[src/rtl/fetch_stage_pkg.sv]
// Shared widths, constants and helpers for the LEGv8 fetch stage.
package fetch_stage_pkg;

    localparam int unsigned WORD      = 64;
    localparam int unsigned INSTR_LEN = 32;
    localparam int unsigned CNT_W     = 32;

    localparam logic [WORD-1:0] PC_STEP       = 64'd4;
    // Clears the two byte-offset bits so a redirect always lands on a word.
    localparam logic [WORD-1:0] PC_ALIGN_MASK = ~64'h3;

    // Increment that sticks at all-ones instead of wrapping.
    function automatic logic [CNT_W-1:0] sat_inc(input logic [CNT_W-1:0] value);
        return (&value) ? value : value + 1'b1;
    endfunction

endpackage

[src/rtl/fetch_stage_pc_register.sv]
// Program counter register: synchronous reset to RESET_PC, load-enabled update.
module pc_register
    import fetch_stage_pkg::*;
#(
    parameter logic [WORD-1:0] RESET_PC = '0
) (
    input  logic            clk,
    input  logic            reset,
    input  logic            load,
    input  logic [WORD-1:0] pc_next,
    output logic [WORD-1:0] pc
);

    // Hold the PC unless loaded; reset takes priority over everything.
    always_ff @(posedge clk) begin
        // NOTE: state is written with <= so every flop samples pre-edge values.
        if (reset) begin
            pc <= RESET_PC;
        end else if (load) begin
            pc <= pc_next;
        end
    end

endmodule

[src/rtl/fetch_stage.sv]
// Instruction-fetch stage: PC, next-PC selection, IF/ID register and fetch counter.
module fetch_stage
    import fetch_stage_pkg::*;
#(
    parameter logic [WORD-1:0] RESET_PC = '0
) (
    input  logic                 clk,
    input  logic                 reset,
    input  logic                 stall,
    input  logic                 branch_taken,
    input  logic [WORD-1:0]      branch_target,
    input  logic [INSTR_LEN-1:0] imem_data,
    output logic [WORD-1:0]      imem_addr,
    output logic [WORD-1:0]      if_id_pc,
    output logic [INSTR_LEN-1:0] if_id_instr,
    output logic                 if_id_valid,
    output logic [CNT_W-1:0]     fetch_count
);

    logic [WORD-1:0] pc;
    logic [WORD-1:0] pc_plus_step;
    logic [WORD-1:0] pc_next;
    logic            pc_load;

    // Sequential PC plus one word; the adder wraps naturally at 2^64.
    assign pc_plus_step = pc + PC_STEP;

    // A redirect must move the PC even when decode is stalling on wrong-path work.
    assign pc_load = !stall || branch_taken;

    // Next-PC mux: redirect target (word aligned) or the sequential address.
    always_comb begin
        // NOTE: default assignment first so no path leaves pc_next unassigned (no latch).
        pc_next = pc_plus_step;
        if (branch_taken) begin
            pc_next = branch_target & PC_ALIGN_MASK;
        end
    end

    pc_register #(
        .RESET_PC (RESET_PC)
    ) u_pc_register (
        .clk     (clk),
        .reset   (reset),
        .load    (pc_load),
        .pc_next (pc_next),
        .pc      (pc)
    );

    assign imem_addr = pc;

    // IF/ID register and delivered-instruction counter: reset > redirect > stall > fetch.
    always_ff @(posedge clk) begin
        if (reset) begin
            if_id_pc    <= '0;
            if_id_instr <= '0;
            if_id_valid <= 1'b0;
            fetch_count <= '0;
        end else if (branch_taken) begin
            // Wrong-path instruction is squashed; its payload is left as-is.
            if_id_valid <= 1'b0;
        end else if (!stall) begin
            if_id_pc    <= pc;
            if_id_instr <= imem_data;
            if_id_valid <= 1'b1;
            fetch_count <= sat_inc(fetch_count);
        end
    end

endmodule

[config.mk]
export PLATFORM = sky130hd
export DESIGN_NAME = fetch_stage
export DESIGN_NICKNAME = d
export VERILOG_FILES = /design/src/rtl/fetch_stage_pkg.sv /design/src/rtl/fetch_stage_pc_register.sv /design/src/rtl/fetch_stage.sv
export SDC_FILE = /design/constraint.sdc
export NUM_CORES = 1
export LEC_CHECK = 0
export ABC_AREA = 1
export CAP_MARGIN = 20
export CORE_AREA = 4 4 127 190
export CTS_CLUSTER_DIAMETER = 50
export DETAILED_ROUTE_END_ITERATION = 8
export DIE_AREA = 0 0 131 194
export PLACE_DENSITY = 0.78
export SLEW_MARGIN = 25
export SYNTH_ARGS = -nofsm -noshare
export SYNTH_HDL_FRONTEND = slang
export SYNTH_SLANG_ARGS = --single-unit
[constraint.sdc]
create_clock -name clk -period 4.15 [get_ports clk]
set_input_delay 0.83 -clock clk [delete_from_list [all_inputs] [get_ports clk]]
set_output_delay 0.83 -clock clk [all_outputs]
set_load 0.005 [all_outputs]
Word level (Yosys, flattened, before mapping)
Cells that the tools add are included.
{ "word_totals": {"latch_bits": 0, "rom_bits": 0, "regBits": 193, "ramBits": 0, "mem_count": 0, "inputBits": 100} }
{ "op_classes": {"n_bitwise": 3, "n_mul": 0, "reduce_logical": 6, "n_eq_ne": 0, "div": 0, "order_cmp": 0, "n_addsub": 2, "shifts": 0, "muxes": 1} }
{ "op_table": {"columns": ["operator", "n"], "rows": [
  ["64-bit by 3-bit adder with 64-bit output (second input constant)", 1],
  ["64-bit 2-to-1 mux", 1],
  ["32-bit by 1-bit adder with 32-bit output (second input constant)", 1],
  ["32-bit AND reduction", 1],
  ["1-bit NOT", 3],
  ["3-bit AND reduction", 1],
  ["2-bit AND reduction", 1],
  ["2-bit OR reduction", 1],
  ["1-bit zero test", 1],
  ["1-bit logical OR", 1]
]} }

Logic depth before layout (Yosys ltp)
Gate-level depths: netlist of run 1.
{ "depth": {"word_depth": 3, "ltp_mapped": 12, "depth_no_buf": 12} }

Cells and area by module
A second synthesis of run 1 with hierarchy kept.
{ "hier_totals": {"cells_unflattened": 1748, "area_unflattened_um2": 10630.2} }
{ "modules_own_cells": {"columns": ["module", "seq_area_each_um2", "instances", "area_each_um2", "cells_each"], "rows": [
  ["fetch_stage", 2582.5, 1, 7963.9, 1343],
  ["pc_register", 1281.2, 1, 2666.3, 405]
]} }

Worst setup path after synthesis of run 1
OpenSTA, ideal clock, no wires.
{ "synth_path": {"kind": "input -> register", "startpoint": "input port branch_taken", "endpoint": "register u_pc_register.pc[13]", "path_stages": 9, "arrival_time_ns": 1.860, "slack_ns": 2.233, "n_path_buf": 1, "setup_ns": 0.057, "required_ns": 4.093, "cell_sequence": "buf_2 -> nor2_8 -> inv_2 -> or2_2 -> nor3_1 -> a21oi_1 -> o21ai_0 -> nand2_1 -> inv_1"} }
{ "synth_via": {"elab_chain_cells": 1} }
{ "synth_lines": {"columns": ["item", "line_no", "rtl"], "rows": [
  ["start, declared", "fetch_stage.sv:10", "input logic branch_taken,"],
  ["64-bit 2-to-1 mux or 1-bit logical OR (tied branches)", "fetch_stage.sv:35, fetch_stage.sv:29", null],
  ["end signal, assigned", "fetch_stage_pc_register.sv:20", "pc <= pc_next;"],
  ["end, declared", "fetch_stage_pc_register.sv:11", "output logic [WORD-1:0] pc"]
]} }
Parallel ways exist; a longest one is shown, timed or not.
A chain may end at the register's enable or synchronous reset.

Worst setup path in the final report of run 1
{ "layout_path": {"startpoint": "input port stall", "endpoint": "register if_id_instr[7]"} }
{ "layout_via": {"elab_chain_cells": 2} }
{ "layout_lines": {"columns": ["item", "line_no", "rtl"], "rows": [
  ["start, declared", "fetch_stage.sv:9", "input logic stall,"],
  ["1-bit NOT (no line)", null, null],
  ["2-bit AND reduction (no line)", null, null],
  ["end signal, assigned", "fetch_stage.sv:64", "if_id_instr <= imem_data;"],
  ["end, declared", "fetch_stage.sv:15", "output logic [INSTR_LEN-1:0] if_id_instr,"]
]} }
Every way passes these cells.

==> results of run 1 <==
## final timing paths
kind                                          from                                end  slack (ps)
setup reg to reg  u_pc_register.pc[3]$_SDFFE_PP0N_  u_pc_register.pc[44]$_SDFFE_PP0N_        1800
hold / removal            if_id_pc[8]$_SDFFE_PP0P_           if_id_pc[8]$_SDFFE_PP0P_         470
setup / recovery                             stall        if_id_instr[7]$_SDFFE_PP0P_        1560
hold reg to reg           if_id_pc[8]$_SDFFE_PP0P_           if_id_pc[8]$_SDFFE_PP0P_         470
## per-layer routing
metal  wire length, um  share of wire (%)  track usage, %
met2             18800                 52            49.6
met1             13600                 37            31.9
met4              1780                4.9            13.2
met5                 0                  0               0
met3              2200                6.0            5.65
## worst max-delay path: cells and delay by family
| kind | cells | cell delay (ps) |
|---|---|---|
| buffers and inverters | 4 | 1860 |
| AND/OR/NAND/NOR | 3 | 250 |
## kinds of logic after synthesis
kind of cell    share of synthesized area, %
other cells                           0.0376
fa+ha+maj                              0.251
xor+xnor                                1.40
buf+inv                                 9.26
simple gates                            41.0
flops                                   37.9
compound gates                          10.1
## state kept, by name, summed over array words and instances (netlist names)
name              flops
if_id_instr          32
fetch_count          32
u_pc_register.pc     62
if_id_valid           1
if_id_pc             62
## final cells by class
class	instances	area [um^2]	area share (%)
Multi-Input combinational cell	1162	5280	38.8
Sequential cell	189	3780	27.8
Tap cell	276	345	2.54
Clock buffer	19	453	3.33
Inverter	159	602	4.42
Clock inverter	13	176	1.30
Timing Repair Buffer	295	2960	21.7
## through the flow
step	area, um^2	utilization, %	instances	setup WS (ps)
finish	13600	60.8	2113	1560
floorplan	9990	-	1579	2230
global placement	13000	58.0	2081	1150
global route	13600	60.8	2113	1420
CTS	13600	60.8	2113	1540
detailed placement	13000	58.0	2081	1090
## synth_stat cells (all sizes together) (11+ instances only)
master	number	share of area, %
a21oi	49	2.5
buf	40	2.2
clkbuf	29	1.1
dfxtp	189	38
inv	159	6.0
nand2	417	16
nand3	101	5.2
nand3b	23	1.7
nand4	32	2.0
nor2	331	13
nor3	41	2.2
o211ai	12	0.90
o21ai	97	4.9
xor2	11	0.97
## power by group through the flow
stage / logic, mW / registers (mW) / clock network [mW]
floorplan: 0.248 / 2.02 / 0
global placement: 0.593 / 2.03 / 0
detailed placement: 0.600 / 2.03 / 0
CTS: 0.605 / 1.99 / 1.79
global route: 0.660 / 2.00 / 1.86
finish: 0.602 / 1.99 / 1.78
==> flow_summary.toml, run 1 <==
[outcome]
run_status = "finished clean"

[clock_tree]
cts_htree_levels = 4
clockBufferDepth = 2
clock_tree.root_cell = "sky130_fd_sc_hd__clkbuf_16"
numClockSinks = 189
cts_buffers = 17
cts.hold.buffers_added = 0
tritoncts = "yes"
clk-insertion-delay-late_ps = 450
cts.clk_slew.worst_paths_ps = 70
post_cts.repair.setup_buffers = 0
cts-resized-gates = 0

[power_and_ir_drop]
total_power_mw = 4.37
power.leakage_nw = 5.41
comb_power_share_pct = 13.8
sw_frac_of_total_pct = 26.4
power_frac_seq_pct = 45.6
power.clock.fraction_pct = 40.7
power_per_cell_area_nw_per_um2 = 321
irDropWorstVdd_mv = 0.287
switchingPower_mw = 1.16
internal_power_mw = 3.21

[synthesis]
asyncSetResetFlopFracSynth_pct = 0
synth.cell_area_um2 = 9980
ys_seq_area_share_pct = 37.9
avgSynthCellArea_um2 = 6.33
netlist-cell-type-count = 41
synth_enable_flop_cells = 0
synth.ff_latch_count = 189
syn-instance-count = 1576
dominantRegCellSynth = "sky130_fd_sc_hd__dfxtp_1"
ys.warnings.count = 0

[worst_setup_path]
worstPathCellList = "clkdlybuf4s50_1 -> nor2_8 -> inv_4 -> buf_4 -> buf_4 -> nor2_1 -> nor2_1"
critical_path_arrival_ps = 2970
critical_path_class = "in2reg"
timing.critical_path.required_ps = 4530
crit_path_start_kind = "primary input"
worstPathMaxFanout = 59
critPathMaxStageDelay_ps = 710
critPathSlowestCell = "sky130_fd_sc_hd__clkdlybuf4s50_1"
cp-end-kind = "flop"
worst-r2r-cell-count = 12

[sta]
setup_repair_after_global_routing_missed_its_margin = "false"
setup_viol_count_final = 0
period_minus_slack_ps = 2590
max_slew.worst_pin.slew_ps = 1020
hold_slack_ps = 466
worst_clock_skew_on_the_final_layout_ps = 8.07
tns_ps = 0
rel_slew_slack_pct = 32.1
final_hold_viol_count = 0
count_of_pins_over_their_slew_limit = 0
final_min_period_over_clock_period_pct = 62.5
clock.fmax_mhz = 386

[die]
placementRows = 67
pin_count = 293
die_width_um = 131
start_util_pct = 44.6
die_span_in_y_um = 194
core_area_um2 = 22400
dieArea_um2 = 25400

[route]
detailedRoute.firstPassIterationCount = 6
ant_nets = 0
detail_route.drc_violations = 0
drt_initial_violations = 835
via_count = 11100
post_drt_via_cell_ratio = 5.26
routed_wirelength_mm = 36.4
wl_per_cell_um = 17.2

[place]
placement.io_buffers = 286
globalplace.congestion = 0.942
dp_hpwl_mm = 26.1

[global_route]
grt_start_max_net_pins = 141
global_route.usage.total_pct = 28.2
number_of_global_route_vias_before_repair = 10700
antenna_violations_before_repair = 0
wire_length_of_the_first_global_routing_pass_mm = 56.6
overflow = 0

[flow_run]
drv.max_cap_violation_count = 0

[finish]
antenna_cells_inserted = 0
layout_commonest_cell = "sky130_fd_sc_hd__nand2_1"
post_route_cells_drive_above_1_share_pct = 4.03
most-common-layout-cells = "sky130_fd_sc_hd__nand2_1, sky130_fd_sc_hd__nor2_1, sky130_fd_sc_hd__clkdlybuf4s50_1, sky130_fd_sc_hd__dfxtp_1, sky130_fd_sc_hd__inv_1"
finalNetCount = 1926
flow.area_growth_from_synthesis_pct = 36.3
fill_cells = 2107

[worst_hold_path]
hold_path.class = "reg2reg"
hold_depth = 2
Power figures use the tool's default switching activity.
==> inputs of run 2 (changes only) <==
clock period = 2.4 ns   (was 4.15 ns; I/O delays follow)
==> run 2 against run 1 <==
Wire length fell by 0.76%; die area stayed put; clock power increased by 52%; non-clock buffer count rose by 32; total power is 65% higher; sequential share of layout area shrank 0.42 points; global-route usage down 0.18 points; via count increased by 1.5%; critical path depth rose by 5; core utilization rose by 0.93 points; highest routed layer is now met5.
==> flow_summary.toml, run 2 (same netlist as run 1, synthesis figures left out) <==
[outcome]
run_status = "finished clean"

[global_route]
met3_usage_pct = 5.95
antenna_violations_before_repair = 1
overflow = 0
grt_util_met1_pct = 31.0
number_of_global_route_vias_before_repair = 10900
wire_length_of_the_first_global_routing_pass_mm = 56.3
global_route.usage.total_pct = 28.0
grtUsageMet2_pct = 49.6
gr-max-usage-layer = "met2"
grt_start_max_net_pins = 86

[route]
wl_per_cell_um = 16.8
detailedRoute.firstPassIterationCount = 5
via_count = 11300
ant_nets = 0
drt_initial_violations = 768
detail_route.drc_violations = 0
post_drt_via_cell_ratio = 5.26
routed_wirelength_mm = 36.1

[finish]
layout_commonest_cell = "sky130_fd_sc_hd__nand2_1"
post_route_cells_drive_above_1_share_pct = 5.46
biggestRegsByFlops = "if_id_pc: 62 flops, u_pc_register.pc: 62 flops"
finalNetCount = 1958
fill_cells = 2126
layout.core_utilization_pct = 61.7
post-route-cell-area_um2 = 13800
most-common-layout-cells = "sky130_fd_sc_hd__nand2_1, sky130_fd_sc_hd__nor2_1, sky130_fd_sc_hd__clkdlybuf4s50_1, sky130_fd_sc_hd__dfxtp_1, sky130_fd_sc_hd__inv_1"
flow.area_growth_from_synthesis_pct = 38.4

[sta]
clock.fmax_mhz = 467
period_minus_slack_ps = 2140
rel_slew_slack_pct = 56.4
final_min_period_over_clock_period_pct = 89.2
worst_clock_skew_on_the_final_layout_ps = 13.1
tns_ps = 0
final_hold_viol_count = 0
setup_repair_after_global_routing_missed_its_margin = "false"
max_slew.worst_pin.slew_ps = 651
setup_viol_count_final = 0
count_of_pins_over_their_slew_limit = 0

[power_and_ir_drop]
irDropWorstVdd_mv = 0.550
sw_frac_of_total_pct = 26.4
comb_power_share_pct = 15.1
power_per_cell_area_nw_per_um2 = 523
switchingPower_mw = 1.91
power.clock.fraction_pct = 37.4
internal_power_mw = 5.31
power_frac_seq_pct = 47.5
power.leakage_nw = 5.55

[worst_setup_path]
cp-end-kind = "flop"
critical_path_class = "reg2reg"
ff2ff_setup_slack_ps = 260
timing.critical_path.required_ps = 2750
crit_path_start_kind = "flop"
critical_path_arrival_ps = 2490
worstPathMaxFanout = 6

[clock_tree]
clk-insertion-delay-late_ps = 450
cts.clk_slew.worst_paths_ps = 70
tritoncts = "yes"
clockBufferDepth = 2
clock_tree.root_cell = "sky130_fd_sc_hd__clkbuf_16"
cts_buffers = 17
cts_htree_levels = 4
numClockSinks = 189

[die]
placementRows = 67
pin_count = 293
die_span_in_y_um = 194
die_width_um = 131
start_util_pct = 44.6
dieArea_um2 = 25400
core_area_um2 = 22400

[place]
placement.io_buffers = 286
globalplace.congestion = 0.967
dp_hpwl_mm = 27.2
dpl-instance-area_um2 = 13300

[flow_run]
drv.max_cap_violation_count = 0

[worst_hold_path]
hold_path.class = "reg2reg"
[run 2: cell types whose count changed in the layout (fill, tap and decap cells not counted)]
cell                         delta
sky130_fd_sc_hd__clkinv_4       -1
sky130_fd_sc_hd__clkinv_2       +3
sky130_fd_sc_hd__bufinv_16      -2
sky130_fd_sc_hd__buf_12         +4
sky130_fd_sc_hd__clkbuf_8       -1
sky130_fd_sc_hd__nor2_2         -1
sky130_fd_sc_hd__buf_4         +28
sky130_fd_sc_hd__nor2_4         +1
sky130_fd_sc_hd__inv_8          -1
sky130_fd_sc_hd__diode_2        +1
sky130_fd_sc_hd__inv_6          -3
sky130_fd_sc_hd__clkinvlp_4     +1
sky130_fd_sc_hd__clkbuf_1       +2
[run 2: stage by stage]
stage	hold WS (ps)	cells	setup WS, ps	total power, mW
CTS	460	2143	213	7.27
global route	490	2143	47.6	7.51
detailed placement	449	2113	116	4.58
finish	459	2144	260	7.22
global placement	447	2113	172	4.57
floorplan	456	1579	696	3.92
[run 2: power groups by stage]
stage	registers [mW]	logic, mW	clock network (mW)
CTS	3.43	1.09	2.75
global route	3.45	1.19	2.87
floorplan	3.49	0.429	0
finish	3.43	1.09	2.70
detailed placement	3.50	1.09	0
global placement	3.50	1.07	0
[run 2: worst paths after layout]
path | from | endpoint | depth (start not counted)
max | u_pc_register.pc[2]$_SDFFE_PP0N_ | u_pc_register.pc[54]$_SDFFE_PP0N_ | 12
min reg2reg | if_id_pc[11]$_SDFFE_PP0P_ | if_id_pc[11]$_SDFFE_PP0P_ | 2
max reg2reg | u_pc_register.pc[2]$_SDFFE_PP0N_ | u_pc_register.pc[54]$_SDFFE_PP0N_ | 12
min | if_id_pc[11]$_SDFFE_PP0P_ | if_id_pc[11]$_SDFFE_PP0P_ | 2
[run 2: layout make-up]
cell class	instances	area, um^2	area share, %
timing repair buffer	327	3250	23.5
inverter	159	602	4.36
clock inverter	10	92.6	0.670
sequential	189	3780	27.4
clock buffer	20	447	3.23
tap	276	345	2.50
multi-input combinational	1162	5290	38.3
antenna	1	2.50	0.0181
[run 2: metal layers]
| metal | wire length (um) | share of wire (%) |
|---|---|---|
| met1 | 13500 | 37 |
| met2 | 18300 | 51 |
| met3 | 2450 | 6.8 |
| met4 | 1840 | 5.1 |
| met5 | 12 | 0.033 |
[run 2: critical path, cell delays in order (launching register included)]
cell                       delay (ps)
sky130_fd_sc_hd__dfxtp_1          340
sky130_fd_sc_hd__ha_1             170
sky130_fd_sc_hd__nand2_1          100
sky130_fd_sc_hd__nor2_2           190
sky130_fd_sc_hd__nand2_2          170
sky130_fd_sc_hd__nor2_4           230
sky130_fd_sc_hd__nand2_1          160
sky130_fd_sc_hd__nor2_2           340
sky130_fd_sc_hd__nand2_1          100
sky130_fd_sc_hd__nand2_1           80
sky130_fd_sc_hd__nand3b_1          70
sky130_fd_sc_hd__nand2_1           60
sky130_fd_sc_hd__inv_1             40
[run 2: what timing repair did]
item	CTS	global route
hold buffers	0	0
buffers inserted	0	0
resized for setup	0	1
setup endpoints to repair	0	1
==> inputs of run 3 (changes only) <==
SETUP_SLACK_MARGIN = 0.15   (was unset)
==> run 3 against run 2 <==
Die area stayed put; global-route usage is the same; cell count about the same; clock skew shrank 1.3 ps; critical endpoint is now u_pc_register.pc[45]$_SDFFE_PP0N_; setup slack better by 6.4 ps; sequential power about the same; non-clock buffer count stayed put; combinational power hardly changed; wire length rose by 0.40%.
==> flow_summary.toml, run 3 (same netlist as run 1, synthesis figures left out) <==
[outcome]
run_status = "finished clean"

[sta]
worst_clock_skew_on_the_final_layout_ps = 11.8
rel_slew_slack_pct = 56.3
setup_viol_count_final = 0
count_of_pins_over_their_slew_limit = 0
setup_ws_ps = 266
final_min_period_over_clock_period_pct = 88.9
max_slew.worst_pin.slew_ps = 653
setup_repair_after_global_routing_missed_its_margin = "true"
clock.fmax_mhz = 469
hold_slack_ps = 459
period_minus_slack_ps = 2130
final_hold_viol_count = 0
tns_ps = 0

[worst_setup_path]
ff2ff_setup_slack_ps = 270
worstPathCellList = "nand2_1 -> nor2_2 -> nand2_1 -> nor2_4 -> nand2_1 -> nor2_2 -> nand2_1 -> nand2_1 -> nand3b_1 -> nand2_1 -> inv_1"
cp-end-kind = "flop"
worst_path_most_repeated_cell = "sky130_fd_sc_hd__nand2_1"
timing.critical_path.required_ps = 2740
critPathSlowestCell = "sky130_fd_sc_hd__dfxtp_1"
crit_path_start_kind = "flop"
worst_reg2reg_startpoint = "u_pc_register.pc[4]$_SDFFE_PP0N_"
critPathMaxStageDelay_ps = 440
worstPathMaxFanout = 7
critical_path_class = "reg2reg"
crit-reg2reg-capture = "u_pc_register.pc[45]$_SDFFE_PP0N_"
worst-r2r-cell-count = 11
critical_path_arrival_ps = 2470

[die]
start_util_pct = 44.6
pin_count = 293
dieArea_um2 = 25400
core_area_um2 = 22400
die_width_um = 131
placementRows = 67
die_span_in_y_um = 194

[clock_tree]
cts_htree_levels = 4
tritoncts = "yes"
cts_buffers = 17
numClockSinks = 189
cts.hold.buffers_added = 0
clock_tree.root_cell = "sky130_fd_sc_hd__clkbuf_16"
clockBufferDepth = 2
clk-insertion-delay-late_ps = 450
cts.clk_slew.worst_paths_ps = 70

[route]
detailedRoute.firstPassIterationCount = 5
drt_initial_violations = 806
detail_route.drc_violations = 0
routed_wirelength_mm = 36.2
via_count = 11400
ant_nets = 0
wl_per_cell_um = 16.9
post_drt_via_cell_ratio = 5.31

[finish]
multi_input_area_um2 = 5310
layoutNonFillerInstCount = 2143
post-route-cell-area_um2 = 13800
post_route_cells_drive_above_1_share_pct = 5.52
finalNetCount = 1958
most-common-layout-cells = "sky130_fd_sc_hd__nand2_1, sky130_fd_sc_hd__nor2_1, sky130_fd_sc_hd__clkdlybuf4s50_1, sky130_fd_sc_hd__dfxtp_1, sky130_fd_sc_hd__inv_1"
flow.area_growth_from_synthesis_pct = 38.5
fill_cells = 2122
biggestRegsByFlops = "if_id_pc: 62 flops, u_pc_register.pc: 62 flops"
layout_commonest_cell = "sky130_fd_sc_hd__nand2_1"
layout.area.seq_um2 = 3780
antenna_cells_inserted = 0

[global_route]
grt_start_max_net_pins = 86
global_route.usage.total_pct = 28.0
met3_usage_pct = 5.95
grtUsageMet2_pct = 49.6
antenna_violations_before_repair = 1
gr-max-usage-layer = "met2"
number_of_global_route_vias_before_repair = 10900
grt_util_met1_pct = 31.0
overflow = 0
wire_length_of_the_first_global_routing_pass_mm = 56.3

[place]
placement.io_buffers = 286
globalplace.congestion = 0.967
dp_hpwl_mm = 27.2
post-place-cells = 2113
dpl-instance-area_um2 = 13300
dp_slack_ps = 116

[power_and_ir_drop]
power.leakage_nw = 5.55
irDropWorstVdd_mv = 0.552
power_per_cell_area_nw_per_um2 = 523

[worst_hold_path]
worst_hold_path_startpoint = "if_id_pc[11]$_SDFFE_PP0P_"
hold_depth = 2
hold_path.class = "reg2reg"
sink_of_the_worst_hold_path = "if_id_pc[11]$_SDFFE_PP0P_"

[flow_run]
drv.max_cap_violation_count = 0
==> run 3: worst max path at each step <==
| stage | start | to | slack, ps | depth (start not counted) |
|---|---|---|---|---|
| after floorplan | fetch_count[0]$_SDFFE_PP0P_ | fetch_count[0]$_SDFFE_PP0P_ | 700 | 11 |
| after global placement | stall | u_pc_register.pc[38]$_SDFFE_PP0N_ | 170 | 9 |
| after detailed placement | stall | u_pc_register.pc[30]$_SDFFE_PP0N_ | 120 | 9 |
| after CTS | u_pc_register.pc[2]$_SDFFE_PP0N_ | u_pc_register.pc[46]$_SDFFE_PP0N_ | 210 | 12 |
| after global routing | u_pc_register.pc[2]$_SDFFE_PP0N_ | u_pc_register.pc[46]$_SDFFE_PP0N_ | 100 | 12 |
| final | u_pc_register.pc[4]$_SDFFE_PP0N_ | u_pc_register.pc[45]$_SDFFE_PP0N_ | 270 | 11 |
==> run 3: timing repair <==
item                       4_1_cts  5_1_grt
buffers inserted                 0        0
setup endpoints to repair        0        9
gates resized for setup          0        5
==> run 3: layer usage <==
| layer | share of wire (%) | wire length [um] |
|---|---|---|
| met5 | 0.033 | 12 |
| met4 | 5.1 | 1860 |
| met3 | 7.5 | 2700 |
| met2 | 51 | 18400 |
| met1 | 37 | 13300 |
==> run 3: where the power goes <==
group	switching (mW)	internal, mW
Combinational	0.510	0.578
Sequential	0.144	3.29
Clock	1.26	1.45
Total	1.92	5.31
==> run 3: layout make-up <==
cell class                      count  share of cell area, %
Clock buffer                       20                   3.23
Clock inverter                     10                  0.670
Inverter                          159                   4.35
Multi-Input combinational cell   1162                   38.4
Sequential cell                   189                   27.4
Tap cell                          276                   2.50
Timing Repair Buffer              327                   23.5
==> run 3: stage by stage <==
step / util [%] / power (mW)
final: 61.8 / 7.23
after global routing: 61.8 / 7.51
after CTS: 61.7 / 7.27
after detailed placement: 59.3 / 4.58
after global placement: 59.3 / 4.57
after floorplan: - / 3.92
==> run 3: worst max-delay path, delay by kind of cell, from the launching register on <==
kind,cells,cell delay [ps]
simple gates,10,1540
flops,1,440
buf+inv,1,50
